===== config.mk =====
export PLATFORM = sky130hd
export DESIGN_NAME = spi_slave_responder
export DESIGN_NICKNAME = d
export VERILOG_FILES = /design/src/rtl/spi_slave_responder.sv
export SDC_FILE = /design/constraint.sdc
export NUM_CORES = 1
export LEC_CHECK = 0
export BUFFER_PORTS_ARGS = -buffer_cell sky130_fd_sc_hd__buf_2
export CAP_MARGIN = 15
export CORE_MARGIN = 2
export CORE_UTILIZATION = 40
export CTS_CLUSTER_DIAMETER = 150
export DETAILED_ROUTE_END_ITERATION = 8
export PLACE_DENSITY = 0.61
export SLEW_MARGIN = 20
export SYNTH_ARGS = -nofsm -noshare
export SYNTH_HDL_FRONTEND = slang
export SYNTH_SLANG_ARGS = --single-unit

===== constraint.sdc =====
create_clock -name clk -period 1.8 [get_ports clk]
set_input_delay 0.09 -clock clk [delete_from_list [all_inputs] [get_ports clk]]
set_output_delay 0.09 -clock clk [all_outputs]
set_load 0.005 [all_outputs]

===== src/rtl/spi_slave_responder.sv =====
// SPI target responder: clk-domain oversampler, all CPOL/CPHA modes, MSB/LSB-first; SPI_SLAVE_ECHO_EN echoes last rx char on tx underrun.
// rx_valid <= SYNC_STAGES+2 clk after the raw final sample edge, no rx backpressure (unread char overwritten); tx via valid/ready holding register.
module spi_slave_responder #(
    parameter int CHAR_LENGTH = 8,
    parameter int SYNC_STAGES = 2
) (
    input  logic                   clk,
    input  logic                   rst_n,
    input  logic                   cfg_cpol,
    input  logic                   cfg_cpha,
    input  logic                   cfg_msb_first,
    input  logic                   sclk_i,
    input  logic                   cs_n_i,
    input  logic                   mosi_i,
    output logic                   miso_o,
    output logic                   miso_oe,
    input  logic [CHAR_LENGTH-1:0] tx_data,
    input  logic                   tx_valid,
    output logic                   tx_ready,
    output logic [CHAR_LENGTH-1:0] rx_data,
    output logic                   rx_valid,
    output logic                   tx_underrun,
    output logic                   busy
);
    localparam int CW = (CHAR_LENGTH > 1) ? $clog2(CHAR_LENGTH) : 1;
    localparam logic [CW-1:0] LAST_BIT = CW'(CHAR_LENGTH - 1);

    typedef enum logic [1:0] {IDLE, LOAD, XFER} state_t;
    state_t state_q, state_d;

    logic [SYNC_STAGES-1:0] sclk_sync_q, cs_sync_q, mosi_sync_q, fill_q;
    logic                   sclk_s, cs_s, mosi_s;
    logic                   sclk_prev_q, armed_q;

    logic                   cpol_q, cpol_d, cpha_q, cpha_d, msb_q, msb_d;
    logic [CW-1:0]          bit_cnt_q, bit_cnt_d;
    logic [CHAR_LENGTH-1:0] rx_sh_q, rx_sh_d, tx_sh_q, tx_sh_d;
    logic [CHAR_LENGTH-1:0] hold_q, hold_d, rx_data_q, rx_data_d;
    logic                   hold_full_q, hold_full_d;
    logic                   miso_q, miso_d, rx_valid_q, rx_valid_d;
    logic                   underrun_q, underrun_d, upend_q, upend_d;

    logic                   sclk_rise, sclk_fall, lead_edge, trail_edge;
    logic                   in_xfer, sample_edge, shift_edge, last_sample;
    logic                   do_load;
    logic [CHAR_LENGTH-1:0] rx_word, fill_val, load_val;

    assign sclk_s = sclk_sync_q[SYNC_STAGES-1];
    assign cs_s   = cs_sync_q[SYNC_STAGES-1];
    assign mosi_s = mosi_sync_q[SYNC_STAGES-1];

    // fill_q marks when the sync chains hold post-reset samples; armed_q then
    // requires a genuine deselect before a frame may start.
    always_ff @(posedge clk or negedge rst_n) begin
        if (!rst_n) begin
            sclk_sync_q <= '0;
            cs_sync_q   <= '1;
            mosi_sync_q <= '0;
            fill_q      <= '0;
            sclk_prev_q <= 1'b0;
            armed_q     <= 1'b0;
        end else begin
            sclk_sync_q <= {sclk_sync_q[SYNC_STAGES-2:0], sclk_i};
            cs_sync_q   <= {cs_sync_q[SYNC_STAGES-2:0], cs_n_i};
            mosi_sync_q <= {mosi_sync_q[SYNC_STAGES-2:0], mosi_i};
            fill_q      <= {fill_q[SYNC_STAGES-2:0], 1'b1};
            sclk_prev_q <= sclk_s;
            armed_q     <= armed_q | (fill_q[SYNC_STAGES-1] & cs_s);
        end
    end

    assign sclk_rise   = sclk_s & ~sclk_prev_q;
    assign sclk_fall   = ~sclk_s & sclk_prev_q;
    assign lead_edge   = cpol_q ? sclk_fall : sclk_rise;
    assign trail_edge  = cpol_q ? sclk_rise : sclk_fall;
    assign in_xfer     = (state_q == XFER);
    assign sample_edge = in_xfer & (cpha_q ? trail_edge : lead_edge);
    assign shift_edge  = in_xfer & (cpha_q ? lead_edge : trail_edge);
    assign last_sample = sample_edge & (bit_cnt_q == LAST_BIT);
    assign rx_word     = msb_q ? {rx_sh_q[CHAR_LENGTH-2:0], mosi_s}
                               : {mosi_s, rx_sh_q[CHAR_LENGTH-1:1]};

`ifdef SPI_SLAVE_ECHO_EN
    // At a char boundary rx_data_q is being overwritten, so echo the char just completed.
    assign fill_val = (state_q == LOAD) ? rx_data_q : rx_word;
`else
    assign fill_val = '0;
`endif

    always_comb begin
        state_d     = state_q;
        cpol_d      = cpol_q;
        cpha_d      = cpha_q;
        msb_d       = msb_q;
        bit_cnt_d   = bit_cnt_q;
        rx_sh_d     = rx_sh_q;
        tx_sh_d     = tx_sh_q;
        miso_d      = miso_q;
        hold_d      = hold_q;
        hold_full_d = hold_full_q;
        rx_data_d   = rx_data_q;
        rx_valid_d  = 1'b0;
        underrun_d  = 1'b0;
        upend_d     = upend_q;
        do_load     = 1'b0;
        load_val    = '0;

        if (tx_valid && !hold_full_q) begin
            hold_d      = tx_data;
            hold_full_d = 1'b1;
        end

        case (state_q)
            IDLE: begin
                if (armed_q && !cs_s) begin
                    state_d = LOAD;
                    cpol_d  = cfg_cpol;
                    cpha_d  = cfg_cpha;
                    msb_d   = cfg_msb_first;
                end
            end
            LOAD: begin
                state_d = XFER;
                do_load = 1'b1;
            end
            XFER: begin
                // Underrun is reported once the starved char actually begins clocking.
                if (lead_edge && upend_q) begin
                    underrun_d = 1'b1;
                    upend_d    = 1'b0;
                end
                if (sample_edge) begin
                    rx_sh_d = rx_word;
                    if (last_sample) begin
                        bit_cnt_d  = '0;
                        rx_data_d  = rx_word;
                        rx_valid_d = 1'b1;
                        do_load    = !cs_s;
                    end else begin
                        bit_cnt_d = bit_cnt_q + 1'b1;
                    end
                end
                if (shift_edge) begin
                    miso_d  = msb_q ? tx_sh_q[CHAR_LENGTH-1] : tx_sh_q[0];
                    tx_sh_d = msb_q ? {tx_sh_q[CHAR_LENGTH-2:0], 1'b0}
                                    : {1'b0, tx_sh_q[CHAR_LENGTH-1:1]};
                end
                if (cs_s) begin
                    state_d   = IDLE;
                    bit_cnt_d = '0;
                    rx_sh_d   = '0;
                    tx_sh_d   = '0;
                    miso_d    = 1'b0;
                    upend_d   = 1'b0;
                end
            end
            default: state_d = IDLE;
        endcase

        if (do_load) begin
            if (hold_full_q) begin
                load_val    = hold_q;
                hold_full_d = 1'b0;
            end else begin
                load_val = fill_val;
                upend_d  = 1'b1;
            end
            tx_sh_d = load_val;
            // CPHA=0: first bit must be on the wire before the first leading edge.
            if ((state_q == LOAD) && !cpha_q) begin
                miso_d  = msb_q ? load_val[CHAR_LENGTH-1] : load_val[0];
                tx_sh_d = msb_q ? {load_val[CHAR_LENGTH-2:0], 1'b0}
                                : {1'b0, load_val[CHAR_LENGTH-1:1]};
            end
        end
    end

    always_ff @(posedge clk or negedge rst_n) begin
        if (!rst_n) begin
            state_q     <= IDLE;
            cpol_q      <= 1'b0;
            cpha_q      <= 1'b0;
            msb_q       <= 1'b1;
            bit_cnt_q   <= '0;
            rx_sh_q     <= '0;
            tx_sh_q     <= '0;
            miso_q      <= 1'b0;
            hold_q      <= '0;
            hold_full_q <= 1'b0;
            rx_data_q   <= '0;
            rx_valid_q  <= 1'b0;
            underrun_q  <= 1'b0;
            upend_q     <= 1'b0;
        end else begin
            state_q     <= state_d;
            cpol_q      <= cpol_d;
            cpha_q      <= cpha_d;
            msb_q       <= msb_d;
            bit_cnt_q   <= bit_cnt_d;
            rx_sh_q     <= rx_sh_d;
            tx_sh_q     <= tx_sh_d;
            miso_q      <= miso_d;
            hold_q      <= hold_d;
            hold_full_q <= hold_full_d;
            rx_data_q   <= rx_data_d;
            rx_valid_q  <= rx_valid_d;
            underrun_q  <= underrun_d;
            upend_q     <= upend_d;
        end
    end

    assign miso_oe     = ~cs_s;
    assign miso_o      = miso_q & ~cs_s;
    assign tx_ready    = ~hold_full_q;
    assign rx_data     = rx_data_q;
    assign rx_valid    = rx_valid_q;
    assign tx_underrun = underrun_q;
    assign busy        = (state_q != IDLE);
endmodule


# == Word level (Yosys, flattened, before mapping) ==
# Index checks and enable logic that the tools add are counted.
# W data, S select, Z words.
# totals
wordCells,99
output_inout_bits,14
ff_bits,55
# classes
bitwise,12
eq_ne,5
n_addsub,1
n_reduce_logical,17
n_mux,44
# ops
op,count
$mux W8,11
$mux W1,26
$mux W3,3
$reduce_and A2 Y1,4
$and A1 B1 Y1,7
$pmux W2 S3,1
$reduce_bool A2 Y1,3
$logic_and A1 B1 Y1,4
$mux W2,2
$ne A2 B2 Y1 const B,2
$not A1 Y1,4
$add A3 B1 Y3 const B,1
$eq A3 B3 Y1 const B,1
$logic_not A1 Y1,3
$reduce_and A3 Y1,1
$reduce_bool A3 Y1,1
$eq A2 B1 Y1 const B,1
$eq A2 B2 Y1 const B,1
$logic_not A2 Y1,1
$pmux W1 S2,1
$or A1 B1 Y1,1

# == Depth between registers and ports, before layout ==
# depth
ltp_word,11
ltp_mapped,9
depth_no_buf,7

# == Worst setup path after synthesis ==
# OpenSTA, ideal clock, no wires.
# synth_timing
path_kind,register to register
from,register state_q[0]
to,"register rx_data_q[0], in the netlist rx_data[0]"
required_time_ns,1.723
path_stages_with_launch,10
n_path_buf,3
path_slack_ns,-0.011
arrival_time_ns,1.734
synth_period_minus_slack_ns,1.811
setup_ns,0.077
path_cell_list,dfrtp_1 -> inv_1 -> ha_1 -> clkbuf_1 -> nand4b_1 -> mux2i_1 -> buf_2 -> buf_2 -> nor2_1 -> a21oi_1
# synth_via
elab_chain_len,4
# synth_lines
element,line,rtl
start: declaration,29,"state_t state_q, state_d;"
start signal: assignment,195,state_q <= state_d;
$eq A2 B2 Y1 (*),"76, 113",
$and A1 B1 Y1,77,assign sample_edge = in_xfer & (cpha_q ? trail_edge : lead_edge);
$and A1 B1 Y1,79,assign last_sample = sample_edge & (bit_cnt_q == LAST_BIT);
$reduce_and A3 Y1 (no source line) (*),-,
end signal: assignment,205,rx_data_q <= rx_data_d;
end: declaration,38,"logic [CHAR_LENGTH-1:0] hold_q, hold_d, rx_data_q, rx_data_d;"
# Mark *: on every way between the ends. The rest lies on a longest branch, timed or not.
# A chain may end at the register's enable or synchronous reset.

# == Worst setup path after layout ==
# layout_timing
from,register bit_cnt_q[0]
to,register tx_sh_q[7]
# layout_via
elab_chain_len,7
word_cells_on_any_way,9
cone_classes,eq/ne: 1; mux: 4; bitwise: 1; reduce/logical: 3
# layout_lines
element,line,rtl
start: declaration,36,"logic [CW-1:0] bit_cnt_q, bit_cnt_d;"
start signal: assignment,199,bit_cnt_q <= bit_cnt_d;
$eq A3 B3 Y1 (*),79,
$and A1 B1 Y1 (*),79,
$mux W1 (*),134,if (last_sample) begin
$mux W1 (*),132,if (sample_edge) begin
$pmux W1 S2 (*),113,case (state_q)
$reduce_bool A3 Y1 (no source line) or $reduce_bool A2 Y1 (tied branches),-,
$reduce_and A2 Y1 (no source line),-,
end signal: assignment,201,tx_sh_q <= tx_sh_d;
end: declaration,37,"logic [CHAR_LENGTH-1:0] rx_sh_q, rx_sh_d, tx_sh_q, tx_sh_d;"
# Marked as above.

==> impl_metrics.env <==
export IMPL_ys_seq_area_frac=0.517
export IMPL_synth_async_reset_ratio=1.00
export IMPL_hp_class="in -> reg"
export IMPL_ys_flop_type="dfrtp_1"
export IMPL_rows=29
export IMPL_cellLeakagePower_uw=0.00157
export IMPL_p_comb_frac=0.486
export IMPL_cts_sinks=55
export IMPL_switchingPower_uw=1860
export IMPL_worst_setup_path_type="reg -> reg"
export IMPL_p_per_area_mw_per_mm2=1500
export IMPL_arrival_ps=2000
export IMPL_io_buffers=30
export IMPL_power_internal_uw=3210
export IMPL_finalWirelength_mm=5.46
export IMPL_synth_top_cell_by_area="dfrtp_1"
export IMPL_syn_inst=251
export IMPL_grt_use_met3=0.0385
export IMPL_r2r_end="tx_sh_q[7]"
export IMPL_route_detailed_drc=0
export IMPL_overflow=0
export IMPL_dieArea_mm2=0.00735
export IMPL_grt_usage=0.160
export IMPL_ant_nets=0
export IMPL_synth_cell_types=37
export IMPL_synth_top_cells_by_count="dfrtp_1 (52), nor2_1 (24), nand2_1 (23)"
export IMPL_cp_end_kind="flip-flop"
export IMPL_synth_edf_count=0
export IMPL_path_clk_slew_ps=90
export IMPL_tritoncts="yes"
export IMPL_gp_congestion=0.789
export IMPL_grt_pass1_vias=1940
export IMPL_final_hold_violation_count=0
export IMPL_synth_top_cell_area_share=0.487
export IMPL_p_sw_frac=0.367
export IMPL_cp_max_fo=4
export IMPL_path_buf_inv=1
export IMPL_period_needed_ps=1800
export IMPL_slowest_stage="dfrtp_1"
export IMPL_power_frac_seq=0.382
export IMPL_syn_area_mm2=0.00267
export IMPL_yosysMostFrequentCell="dfrtp_1"
export IMPL_fin_skew_ps=2.80
export IMPL_rsz0062_at_grt="yes"
export IMPL_dr_pass1_iters=6
export IMPL_wl_per_cell_um=14.0
export IMPL_ios=31
export IMPL_setup_viol_count_final=0
export IMPL_numCtsBuffers=5
export IMPL_nNetsFinal=334
export IMPL_grt_busiest_layer="met2"
export IMPL_layout_drive_gt1_share=0.349
export IMPL_vias=2043
export IMPL_diodes=0
export IMPL_clock_power_share=0.132
export IMPL_startpoint_type="flip-flop"
export IMPL_outcome="finished, final reports clean"
export IMPL_grt_max_degree=56
export IMPL_multi_input_area_mm2=0.00130
export IMPL_critPathMaxStageDelay_ps=370
export IMPL_timing_final_crit_share=0.998
export IMPL_grt_first_pass_wirelength_mm=9.30
export IMPL_hold_path_endpoint="hold_q[7]"
export IMPL_rr_startpoint="bit_cnt_q[0]"
export IMPL_yosys_warnings=0
export IMPL_syn_area_per_cell_um2=10.6
export IMPL_clk_latency_ps=310
export IMPL_core_area_mm2=0.00642
export IMPL_h_tree_depth=2
export IMPL_dp_hpwl_mm=3.72
export IMPL_seqCellArea_mm2=0.00138
export IMPL_cp_top_family="multiplexers"
export IMPL_fill_cells=578
export IMPL_start_util=0.416
export IMPL_max_clock_path_buffers=2
export IMPL_r2r_cells=8
export IMPL_antenna_found_initial=0
export IMPL_fin_area_mm2=0.00337
export IMPL_ys_ff_latch=55
export IMPL_whs_ps=10.3
export IMPL_hold_start="tx_data[7]"
export IMPL_syn_nets=274
export IMPL_syn_to_final_growth_pct=26.2
export IMPL_maxCapViolCount=0
export IMPL_crit_chain="ha_2 > ha_4 > buf_6 > nand4b_1 > mux2i_4 > o31ai_2 > a21o_1 > mux2_4"
export IMPL_grt_util_met1=0.227
export IMPL_viasPerCell=5.25
export IMPL_placedCellCount=370
export IMPL_regToRegSetupSlack_ps=4
export IMPL_drt_initial_drc_count=72
export IMPL_gr_usage_met2=0.240
export IMPL_ir_drop_uv=683
export IMPL_critPathRequiredTime_ps=2000
export IMPL_die_w_um=85.7
export IMPL_drv_slew=0
export IMPL_fmax_ghz=0.557
export IMPL_die_h_um=85.7
export IMPL_layout_cells_non_filler=389
export IMPL_whs_path_depth=2
export IMPL_netlist_top_cells_area="dfrtp_1 (49%), mux2i_1 (8.2%), mux2_2 (7.6%)"
export IMPL_cts_root_buf="clkbuf_8"
export IMPL_dpl_cell_area_mm2=0.00308
[area by class of cell]
class,count,area share
Tap cell,77,0.0286
Sequential cell,55,0.409
Clock buffer,6,0.0215
Clock inverter,2,0.00371
Inverter,6,0.00668
Multi-Input combinational cell,176,0.385
Timing Repair Buffer,67,0.145
[power groups by stage]
stage / sequential (µW) / clock [µW] / combinational [µW]
2_1_floorplan: 1790 / 0 / 1620
3_3_place_gp: 1930 / 0 / 2140
3_5_place_dp: 1930 / 0 / 2160
4_1_cts: 1910 / 698 / 2220
5_1_grt: 2000 / 739 / 2740
6_report: 1930 / 670 / 2460
[sequential cells by signal, summed over array words and instances, names as in the netlist, 2 cells and up]
register and flops:
state_q 2, mosi_sync_q 2, fill_q 2, hold_q 8
sclk_sync_q 2, bit_cnt_q 3, tx_sh_q 8, rx_data 8
cs_sync_q 2, rx_sh_q 8
[kinds of logic after synthesis]
family                   after synthesis  share of synthesized area
AO/OA/AOI/OAI                         54                      0.123
other                                  1                    0.00140
multiplexers                          41                      0.164
AND/OR/NAND/NOR                       72                      0.123
XOR/XNOR                               2                    0.00937
adder cells (fa/ha/maj)                6                     0.0281
buffers and inverters                 20                     0.0347
flip-flops                            55                      0.517
[routing by layer]
layer | wire [µm] | vias up | share of wire
li1 | - | 999 | -
met5 | 0 | - | 0
met3 | 222 | 2 | 0.041
met4 | 43 | 0 | 0.0079
met1 | 2590 | 1004 | 0.47
met2 | 2600 | 38 | 0.48
[metrics by stage]
| stage | util | setup slack (ps) | total power (µW) | TNS, ps |
|---|---|---|---|---|
| 2_1_floorplan | - | 19.8 | 3400 | 0 |
| 6_report | 0.525 | 4.15 | 5070 | 0 |
| 3_5_place_dp | 0.480 | -61.3 | 4100 | -61.3 |
| 3_3_place_gp | 0.480 | 18.5 | 4070 | 0 |
| 4_1_cts | 0.506 | 4.88 | 4830 | 0 |
| 5_1_grt | 0.525 | -82.5 | 5480 | -911 |
[layout by cell type (no fill, tap or decap), types with 2 or more instances in the layout]
cell	count
a31oi_1	6
nand2_1	22
nand3_1	7
nand2b_1	5
mux2i_1	21
nor2b_1	4
ha_2	2
clkbuf_8	5
inv_1	4
a21boi_0	2
dlygate4sd3_1	5
or3_1	2
ha_4	2
a21oi_1	13
buf_4	26
a211oi_1	2
ha_1	2
mux2_2	18
buf_2	30
a21o_1	3
dfrtp_1	52
dfstp_2	3
o21ai_0	16
buf_12	3
a41o_1	2
a211oi_2	3
nor2_1	23
nand4b_1	2
buf_6	2
[how the worst max path moves through the flow]
stage	startpoint	end	slack (ps)	cells past startpoint
2_1_floorplan	state_q[1]	tx_sh_q[4]	20	9
3_3_place_gp	state_q[1]	tx_sh_q[7]	20	8
3_5_place_dp	bit_cnt_q[0]	tx_sh_q[7]	-60	8
4_1_cts	cpol_q	tx_sh_q[1]	5	6
5_1_grt	bit_cnt_q[1]	rx_data[4]	-80	9
6_report	bit_cnt_q[0]	tx_sh_q[7]	4	8
[repair_timing]
| item | CTS | global route |
|---|---|---|
| cloned | 0 | 1 |
| endpoints found under the hold margin | 56 | 0 |
| endpoints found under the setup margin | 13 | 29 |
| hold buffers | 5 | 0 |
| pin swaps | 1 | 3 |
| buffers inserted | 1 | 4 |
| resized for setup | 5 | 17 |
No activity file was read; power rests on OpenSTA's default activity.
